[src/rtl/cdb_arbiter.sv]
// Purpose: round-robin arbiter that shares the common data bus (CDB) between execution units.
// Latency: one cycle from a grant (req_valid & req_ready) to the registered cdb/cdb_valid broadcast.
// Backpressure: none on the bus; requesters hold valid/data until req_ready, with a starvation watchdog.
//
// Ports:
//   clk, rst    rising-edge clock, synchronous active-high reset
//   flush       branch miss: blocks grants this cycle, so nothing is broadcast next cycle
//   req_valid   per-unit request (0 = ALU, 1 = MFU, 2 = MMU return path)
//   req_data    per-unit {rsv_id, data} word, unit i at [i*CDB_W +: CDB_W]
//   req_ready   per-unit grant, one-hot or zero, combinational
//   cdb         registered broadcast word
//   cdb_valid   cdb holds a valid result this cycle
//   starve_err  sticky: some requester waited longer than MAX_WAIT cycles
//
// Build option: define CDB_ARB_FIXED_PRIO_EN for lowest-index-wins priority
// (no round-robin pointer); the starvation watchdog is the same in both builds.
module cdb_arbiter #(
    parameter int N_UNITS  = 3,
    parameter int RSV_ID_W = 5,
    parameter int DATA_W   = 32,
    parameter int CDB_W    = RSV_ID_W + DATA_W,
    parameter int MAX_WAIT = 15
) (
    input  logic                     clk,
    input  logic                     rst,
    input  logic                     flush,
    input  logic [N_UNITS-1:0]       req_valid,
    input  logic [N_UNITS*CDB_W-1:0] req_data,
    output logic [N_UNITS-1:0]       req_ready,
    output logic [CDB_W-1:0]         cdb,
    output logic                     cdb_valid,
    output logic                     starve_err
);

    localparam int PTR_W = (N_UNITS > 1) ? $clog2(N_UNITS) : 1;
    // Counter must be able to hold MAX_WAIT+1, the saturation value that flags starvation.
    localparam int CNT_W = $clog2(MAX_WAIT + 2);
    localparam logic [CNT_W-1:0] CNT_SAT = CNT_W'(MAX_WAIT + 1);

    logic [N_UNITS-1:0] grant;
    logic [PTR_W-1:0]   grant_idx;
    logic               grant_any;
    logic               xfer;
    logic [CDB_W-1:0]   sel_data;
    logic [CNT_W-1:0]   wait_cnt [N_UNITS];
    logic               any_sat;

`ifdef CDB_ARB_FIXED_PRIO_EN
    // Lowest valid index wins; scanning downward leaves the lowest one last.
    always_comb begin
        grant_idx = '0;
        grant_any = 1'b0;
        for (int i = N_UNITS - 1; i >= 0; i--) begin
            if (req_valid[i]) begin
                grant_idx = PTR_W'(i);
                grant_any = 1'b1;
            end
        end
    end
`else
    logic [PTR_W-1:0] rr_ptr;

    // Search from rr_ptr upward modulo N_UNITS. Scanning offsets downward
    // leaves the smallest offset (closest to rr_ptr) as the final winner.
    always_comb begin
        int idx;
        idx       = 0;
        grant_idx = '0;
        grant_any = 1'b0;
        for (int k = N_UNITS - 1; k >= 0; k--) begin
            idx = int'(rr_ptr) + k;
            if (idx >= N_UNITS) begin
                idx = idx - N_UNITS;
            end
            if (req_valid[idx]) begin
                grant_idx = PTR_W'(idx);
                grant_any = 1'b1;
            end
        end
    end

    always_ff @(posedge clk) begin
        if (rst) begin
            rr_ptr <= '0;
        end else if (xfer) begin
            rr_ptr <= (grant_idx == PTR_W'(N_UNITS - 1)) ? '0 : grant_idx + PTR_W'(1);
        end
    end
`endif

    assign grant     = grant_any ? (N_UNITS'(1) << grant_idx) : '0;
    // Reset and flush both suppress the grant; ready therefore implies valid.
    assign req_ready = (rst | flush) ? '0 : grant;
    assign xfer      = |req_ready;

    always_comb begin
        sel_data = '0;
        for (int i = 0; i < N_UNITS; i++) begin
            if (grant[i]) begin
                sel_data = req_data[i*CDB_W +: CDB_W];
            end
        end
    end

    // Broadcast register: no transfer (including flush) leaves cdb_valid low.
    always_ff @(posedge clk) begin
        if (rst) begin
            cdb       <= '0;
            cdb_valid <= 1'b0;
        end else begin
            cdb_valid <= xfer;
            if (xfer) begin
                cdb <= sel_data;
            end
        end
    end

    // Wait counters: freeze during flush so a branch miss does not count as starvation.
    always_ff @(posedge clk) begin
        for (int i = 0; i < N_UNITS; i++) begin
            if (rst) begin
                wait_cnt[i] <= '0;
            end else if (!flush) begin
                if (!req_valid[i] || req_ready[i]) begin
                    wait_cnt[i] <= '0;
                end else if (wait_cnt[i] != CNT_SAT) begin
                    wait_cnt[i] <= wait_cnt[i] + CNT_W'(1);
                end
            end
        end
    end

    always_comb begin
        any_sat = 1'b0;
        for (int i = 0; i < N_UNITS; i++) begin
            if (wait_cnt[i] == CNT_SAT) begin
                any_sat = 1'b1;
            end
        end
    end

    // Sticky until reset.
    always_ff @(posedge clk) begin
        if (rst) begin
            starve_err <= 1'b0;
        end else if (any_sat) begin
            starve_err <= 1'b1;
        end
    end

endmodule
[config.mk]
export PLATFORM = sky130hd
export DESIGN_NAME = cdb_arbiter
export DESIGN_NICKNAME = d
export VERILOG_FILES = /design/src/rtl/cdb_arbiter.sv
export SDC_FILE = /design/constraint.sdc
export NUM_CORES = 1
export LEC_CHECK = 0
export ABC_AREA = 1
export CAP_MARGIN = 20
export CORE_MARGIN = 2
export CORE_UTILIZATION = 35
export CTS_CLUSTER_DIAMETER = 80
export CTS_CLUSTER_SIZE = 28
export DETAILED_ROUTE_END_ITERATION = 10
export GPL_TIMING_DRIVEN = 0
export PLACE_DENSITY = 0.7
export SLEW_MARGIN = 10
export SYNTH_ARGS = -nofsm -noshare
export SYNTH_HDL_FRONTEND = slang
export SYNTH_SLANG_ARGS = --single-unit
[constraint.sdc]
create_clock -name clk -period 4.8 [get_ports clk]
set_input_delay 0.72 -clock clk [delete_from_list [all_inputs] [get_ports clk]]
set_output_delay 0.72 -clock clk [all_outputs]
set_load 0.01 [all_outputs]
## Word-level counts from Yosys, hierarchy flattened

Memory sizes are Yosys's and may differ from the RTL's.
Cells that the tools add are included.
W data, S select, Z words.

| cells by class | value |
|---|---|
| bitwise logic cells | 7 |
| $lt $le $gt $ge | 6 |
| eq/ne operators | 7 |
| $add $sub $neg | 9 |
| multiplexer cells | 62 |
| shift operators | 1 |
| reductions and logical operators | 7 |

Operators with widths:

| kind | number |
|---|---|
| $mux W37 | 3 |
| $lt A32 B4 Y1 const B | 3 |
| $mux W32 | 3 |
| $mux W1 | 41 |
| $mux W5 | 6 |
| $add A5 B1 Y5 const B | 3 |
| $eq A5 B5 Y1 const B | 3 |
| $ne A5 B5 Y1 const B | 3 |
| $mux W2 | 4 |
| $sub A3 B2 Y4 const B | 2 |
| $or A1 B1 Y1 | 7 |
| $bmux W1 S2 | 3 |
| $ge A3 B2 Y1 const B | 2 |
| $mux W3 | 2 |
| $add A2 B1 Y3 const B | 1 |
| $add A2 B2 Y3 const B | 1 |
| $logic_not A1 Y1 | 3 |
| $logic_or A1 B1 Y1 | 3 |
| $reduce_or A3 Y1 | 1 |
| $shl A1 B2 Y3 const A | 1 |
| $sub A2 B2 Y3 const B | 1 |
| $add A2 B1 Y2 const B | 1 |
| $eq A2 B2 Y1 const B | 1 |
| $ge A2 B2 Y1 const B | 1 |

| storage, ports and cells | value |
|---|---|
| bits of input ports | 117 |
| bits in writable memories | 15 |
| memories | 1 |
| word-level logic and storage cells | 104 |
| register bits | 41 |

Memory list:

| name | depth | bits a word | read ports | clocked after memory_dff | write ports | line | text |
|---|---|---|---|---|---|---|---|
| wait_cnt | 3 | 5 | 3 | 0 | 3 | 45 | `logic [CNT_W-1:0] wait_cnt [N_UNITS];` |

## Logic depth before layout (Yosys ltp)

| logic depth | value |
|---|---|
| depth after elaboration | 19 |
| gate-level depth with buffers | 15 |
| mapped depth without buffers | 14 |

## Worst setup path after synthesis

Ideal clock, no wire load.

| timing | value |
|---|---|
| path type | input to output |
| from | in req_valid[1] |
| to | out req_ready[0] |
| cell stages on the path | 10 |
| path buffers | 1 |
| setup slack | 2.521 ns |
| arrival | 1.559 ns |
| required time | 4.080 ns |
| cell sequence | inv_2 > nand2_1 > nand3_1 > nand2_1 > nor2_1 > nand2_1 > nand2_2 > buf_6 > nand3_2 > inv_1 |

| on the way | value |
|---|---|
| word-level cells in the longest chain between the ends | 9 |
| elaborated cells between the ends (all ways) | 18 |

Ends and longest elaborated chain:

| what | line | text |
|---|---|---|
| from (decl) | 27 | `input logic [N_UNITS-1:0] req_valid,` |
| $bmux W1 S2 | 75 | `if (req_valid[idx]) begin` |
| $mux W1 (implied by the code) (2 in a row) | 75 |  |
| $mux W2 (3 in a row) | 75 |  |
| $shl A1 B2 Y3 | 91 | `assign grant = grant_any ? (N_UNITS'(1) << grant_idx) : '0;` |
| $mux W3 (*) | 91 |  |
| $mux W3 (*) | 93 | `assign req_ready = (rst \| flush) ? '0 : grant;` |
| to (decl) | 29 | `output logic [N_UNITS-1:0] req_ready,` |

Every way passes the cells marked *; elsewhere a longest branch is shown, timed or not. The select of a mux whose other input is x is not followed.

## Worst setup path in the final report

Ends and elaborated chain as after synthesis.

==> results.sh <==
export IMPL_floorplan_rows=35
export IMPL_number_of_drc_markers_after_the_initial_detailed_route_iteration=115
export IMPL_synth_net_count=635
export IMPL_count_of_endpoints_failing_hold_in_the_final_timing_report=0
export IMPL_root_buffer="clkbuf_8"
export IMPL_tightestPinTransition_ns=0.4919
export IMPL_fillers=905
export IMPL_yosys_warnings=0
export IMPL_ys_ff_latch=56
export IMPL_holdBufCountCts=0
export IMPL_start_util_pct=36.24
export IMPL_register_area_um2=1271
export IMPL_ant_nets=0
export IMPL_grt_start_max_net_pins=17
export IMPL_relSlewSlack_pct=67.20
export IMPL_timing_final_crit_period_ns=3.582
export IMPL_clk_pin_slew_worst_paths_ns=0.10
export IMPL_tritoncts="built"
export IMPL_pwr_density_cell_nw_per_um2=539.5
export IMPL_crit_slowest_cell="clkdlybuf4s50_1"
export IMPL_critPathCaptureType="primary output"
export IMPL_reg2reg_setup_slack_ns=2.36
export IMPL_remaining_global_route_overflow=0
export IMPL_numCtsBuffers=5
export IMPL_reg2reg_to="wait_cnt[1][0]"
export IMPL_yosysUniqueCellTypes=27
export IMPL_min_delay_path_class="reg2reg"
export IMPL_die_height_um=101.8
export IMPL_yosysMostFrequentCell="nand2_1"
export IMPL_final_setup_viol_count=0
export IMPL_synthFlopType="dfxtp_1"
export IMPL_synth_top_cells_by_area="dfxtp_1 (25%), nand2_1 (20%), edfxtp_1 (13%), nand3_1 (13%), nor2_1 (11%)"
export IMPL_synthesis_area_um2=3348
export IMPL_clock_sinks=56
export IMPL_synth_cells_most_frequent="nand2_1 (175), nor2_1 (95), nand3_1 (90)"
export IMPL_die_w_um=101.8
export IMPL_rsz_0062_raised_after_global_routing="no"
export IMPL_final_area_um2=5172
export IMPL_wl_mm=10.55
export IMPL_vdd_ir_drop_max_v=0.0002350
export IMPL_hold_path_startpoint="cdb[19]"
export IMPL_grt_pass1_wl_mm=15.98
export IMPL_area_leader_netlist="dfxtp_1"
export IMPL_cp_num_buf_inv=5
export IMPL_areaGrowthSynthToFinish_pct=54.48
export IMPL_synth_async_sr_flop_share_pct=0
export IMPL_timing_critical_path_required_ns=4.08
export IMPL_power_combinational_fraction_pct=63.7
export IMPL_ctsResizeCount=0
export IMPL_static_leakage_power_uw=0.002449
export IMPL_r2r_worst_path_cells=12
export IMPL_status="completed"
export IMPL_timing_fmax_mhz=279.2
export IMPL_power_switching_share_pct=44.18
export IMPL_hold_path_end="cdb[19]"
export IMPL_drc_errors=0
export IMPL_timing_final_max_slew_violations=0
export IMPL_postCtsSetupRepairBufs=0
export IMPL_clock_tree_htree_level_count=2
export IMPL_combined_area_of_the_multi_input_logic_cells_um2=1754
export IMPL_vias_in_the_first_global_route=3437
export IMPL_syn_avg_cell_area_um2=6.565
export IMPL_design_core_area_um2=9240
export IMPL_tot_pwr_uw=2791
export IMPL_routed_len_inst_um=13.11
export IMPL_place_congestion=0.7955
export IMPL_n_antenna_cell=0
export IMPL_buffer_ports_inserted=158
export IMPL_timing_clock_skew_ns=0.009085
export IMPL_placed_cell_areas_um2=5091
export IMPL_worstPathCellList="clkdlybuf4s50_1 > inv_2 > nand2_1 > nand3_1 > nand2_1 > nor2_1 > nand2_1 > nand2_2 > buf_6 > nand3_2 > inv_1 > clkdlybuf4s50_1"
export IMPL_critical_path_most_common_cell="nand2_1"
export IMPL_worst_r2r_startpoint="rr_ptr[1]"
export IMPL_die_ar_um2=10360
export IMPL_synth_edff_count=15
export IMPL_syn_inst=510
export IMPL_critical_path_startpoint_type="primary input"
export IMPL_worstPathArrival_ns=2.86
export IMPL_hold_depth=2
export IMPL_area_share_of_the_largest_cell_type_after_synthesis_pct=24.51
export IMPL_power_switching_uw=1233
export IMPL_synth_seq_area_share_pct=37.97
export IMPL_cell_internal_pwr_uw=1558
export IMPL_place_detailed_hpwl_mm=8.221
export IMPL_share_clk_of_total_power_pct=9.4
export IMPL_routed_via_count=3700
export IMPL_vias_per_cell=4.596
export IMPL_track_usage_pct=19.39
export IMPL_pwr_share_seq_pct=26.9
export IMPL_biggest_fanout_along_the_worst_timing_path=10
export IMPL_nNetsFinal=800
export IMPL_path_delay_family="buffers and inverters"
export IMPL_antenna_found_initial=0
export IMPL_clock_path_buffers=2
export IMPL_final_period_utilization_pct=74.63
export IMPL_clock_insertion_delay_worst_skew_ns=0.32
export IMPL_maxCapViolations=0
export IMPL_finalSetupTns_ns=0
export IMPL_drt_pre_antenna_iters=5
export IMPL_num_io_pins=159
export IMPL_layout_drive_gt1_share_pct=6.361
export IMPL_worst_setup_path_type="in2out"
export IMPL_worst_path_max_stage_delay_ns=0.54
[flip-flops by register name, summed over array words and instances, names as in the netlist]
signal / flops
cdb: 37
wait_cnt: 15
rr_ptr: 2
cdb_valid: 1
starve_err: 1
[worst register-to-register path: cells and delay by family (launching register included)]
| family | cells | cell delay [ns] |
|---|---|---|
| and+or+nand+nor | 8 | 1.17 |
| buffers and inverters | 3 | 0.40 |
| DFF | 1 | 0.35 |
| adders and majority gates | 1 | 0.20 |
[layout make-up]
cell class | instances | area share, %
Clock inverter | 1 | 0.09676
Buffer | 26 | 3.774
Multi-Input combinational cell | 395 | 33.91
Inverter | 33 | 2.467
Tap cell | 129 | 3.120
Clock buffer | 7 | 1.476
Sequential cell | 56 | 24.58
Timing Repair Buffer | 158 | 30.58
[per-stage QoR]
step	hold WS, ns	setup slack (ns)	std cells	utilization [%]
floorplan	0.4698	2.521	510	-
global placement	0.4361	1.253	797	55.10
global route	0.4746	1.068	805	55.98
CTS	0.4593	1.232	805	55.98
finish	0.4546	1.218	805	55.98
detailed placement	0.4376	1.243	797	55.10
[worst max-delay path by stage]
stage                 start      endpoint  slack (ns)  cells past startpoint
2_1_floorplan  req_valid[1]  req_ready[0]        2.52                     10
3_3_place_gp   req_valid[1]  req_ready[0]        1.25                     12
3_5_place_dp   req_valid[1]  req_ready[0]        1.24                     12
4_1_cts        req_valid[1]  req_ready[0]        1.23                     12
5_1_grt        req_valid[1]  req_ready[0]        1.07                     12
6_report       req_valid[1]  req_ready[0]        1.22                     12
[power groups by stage]
stage | logic (uW) | registers (uW) | clock network [uW]
3_5_place_dp | 1780 | 760 | 0
5_1_grt | 1980 | 773 | 284
3_3_place_gp | 1760 | 757 | 0
6_report | 1780 | 752 | 263
4_1_cts | 1790 | 753 | 269
2_1_floorplan | 1040 | 819 | 0
[metal layers]
metal	share of wire, %	track usage (%)	vias up
li1	-	-	1933
met1	41	23.51	1639
met2	50	33.86	114
met3	7.3	4.900	14
met4	1.7	5.613	0
met5	0	0	-
[placed cells by master, fill, tap and decap left out, types with 2 or more instances in the layout]
master	instances
a21oi_1	2
buf_2	6
buf_4	14
buf_6	5
clkbuf_1	3
clkbuf_8	5
clkdlybuf4s50_1	158
clkinv_2	2
dfxtp_1	41
edfxtp_1	15
ha_1	8
inv_1	28
inv_2	3
nand2_1	175
nand2_2	2
nand3_1	90
nand3_2	2
nand4_1	2
nor2_1	95
nor3_1	3
o21ai_0	3
xnor2_1	2
xor2_1	6
[kinds of logic after synthesis]
group | synth area share [%]
and+or+nand+nor | 45.89
adders and majority gates | 2.990
DFF | 37.97
xor gates and xnor gates | 2.093
buffers and inverters | 9.641
AOI/OAI and AO/OA | 1.420
No activity file was read; power rests on OpenSTA's default activity.
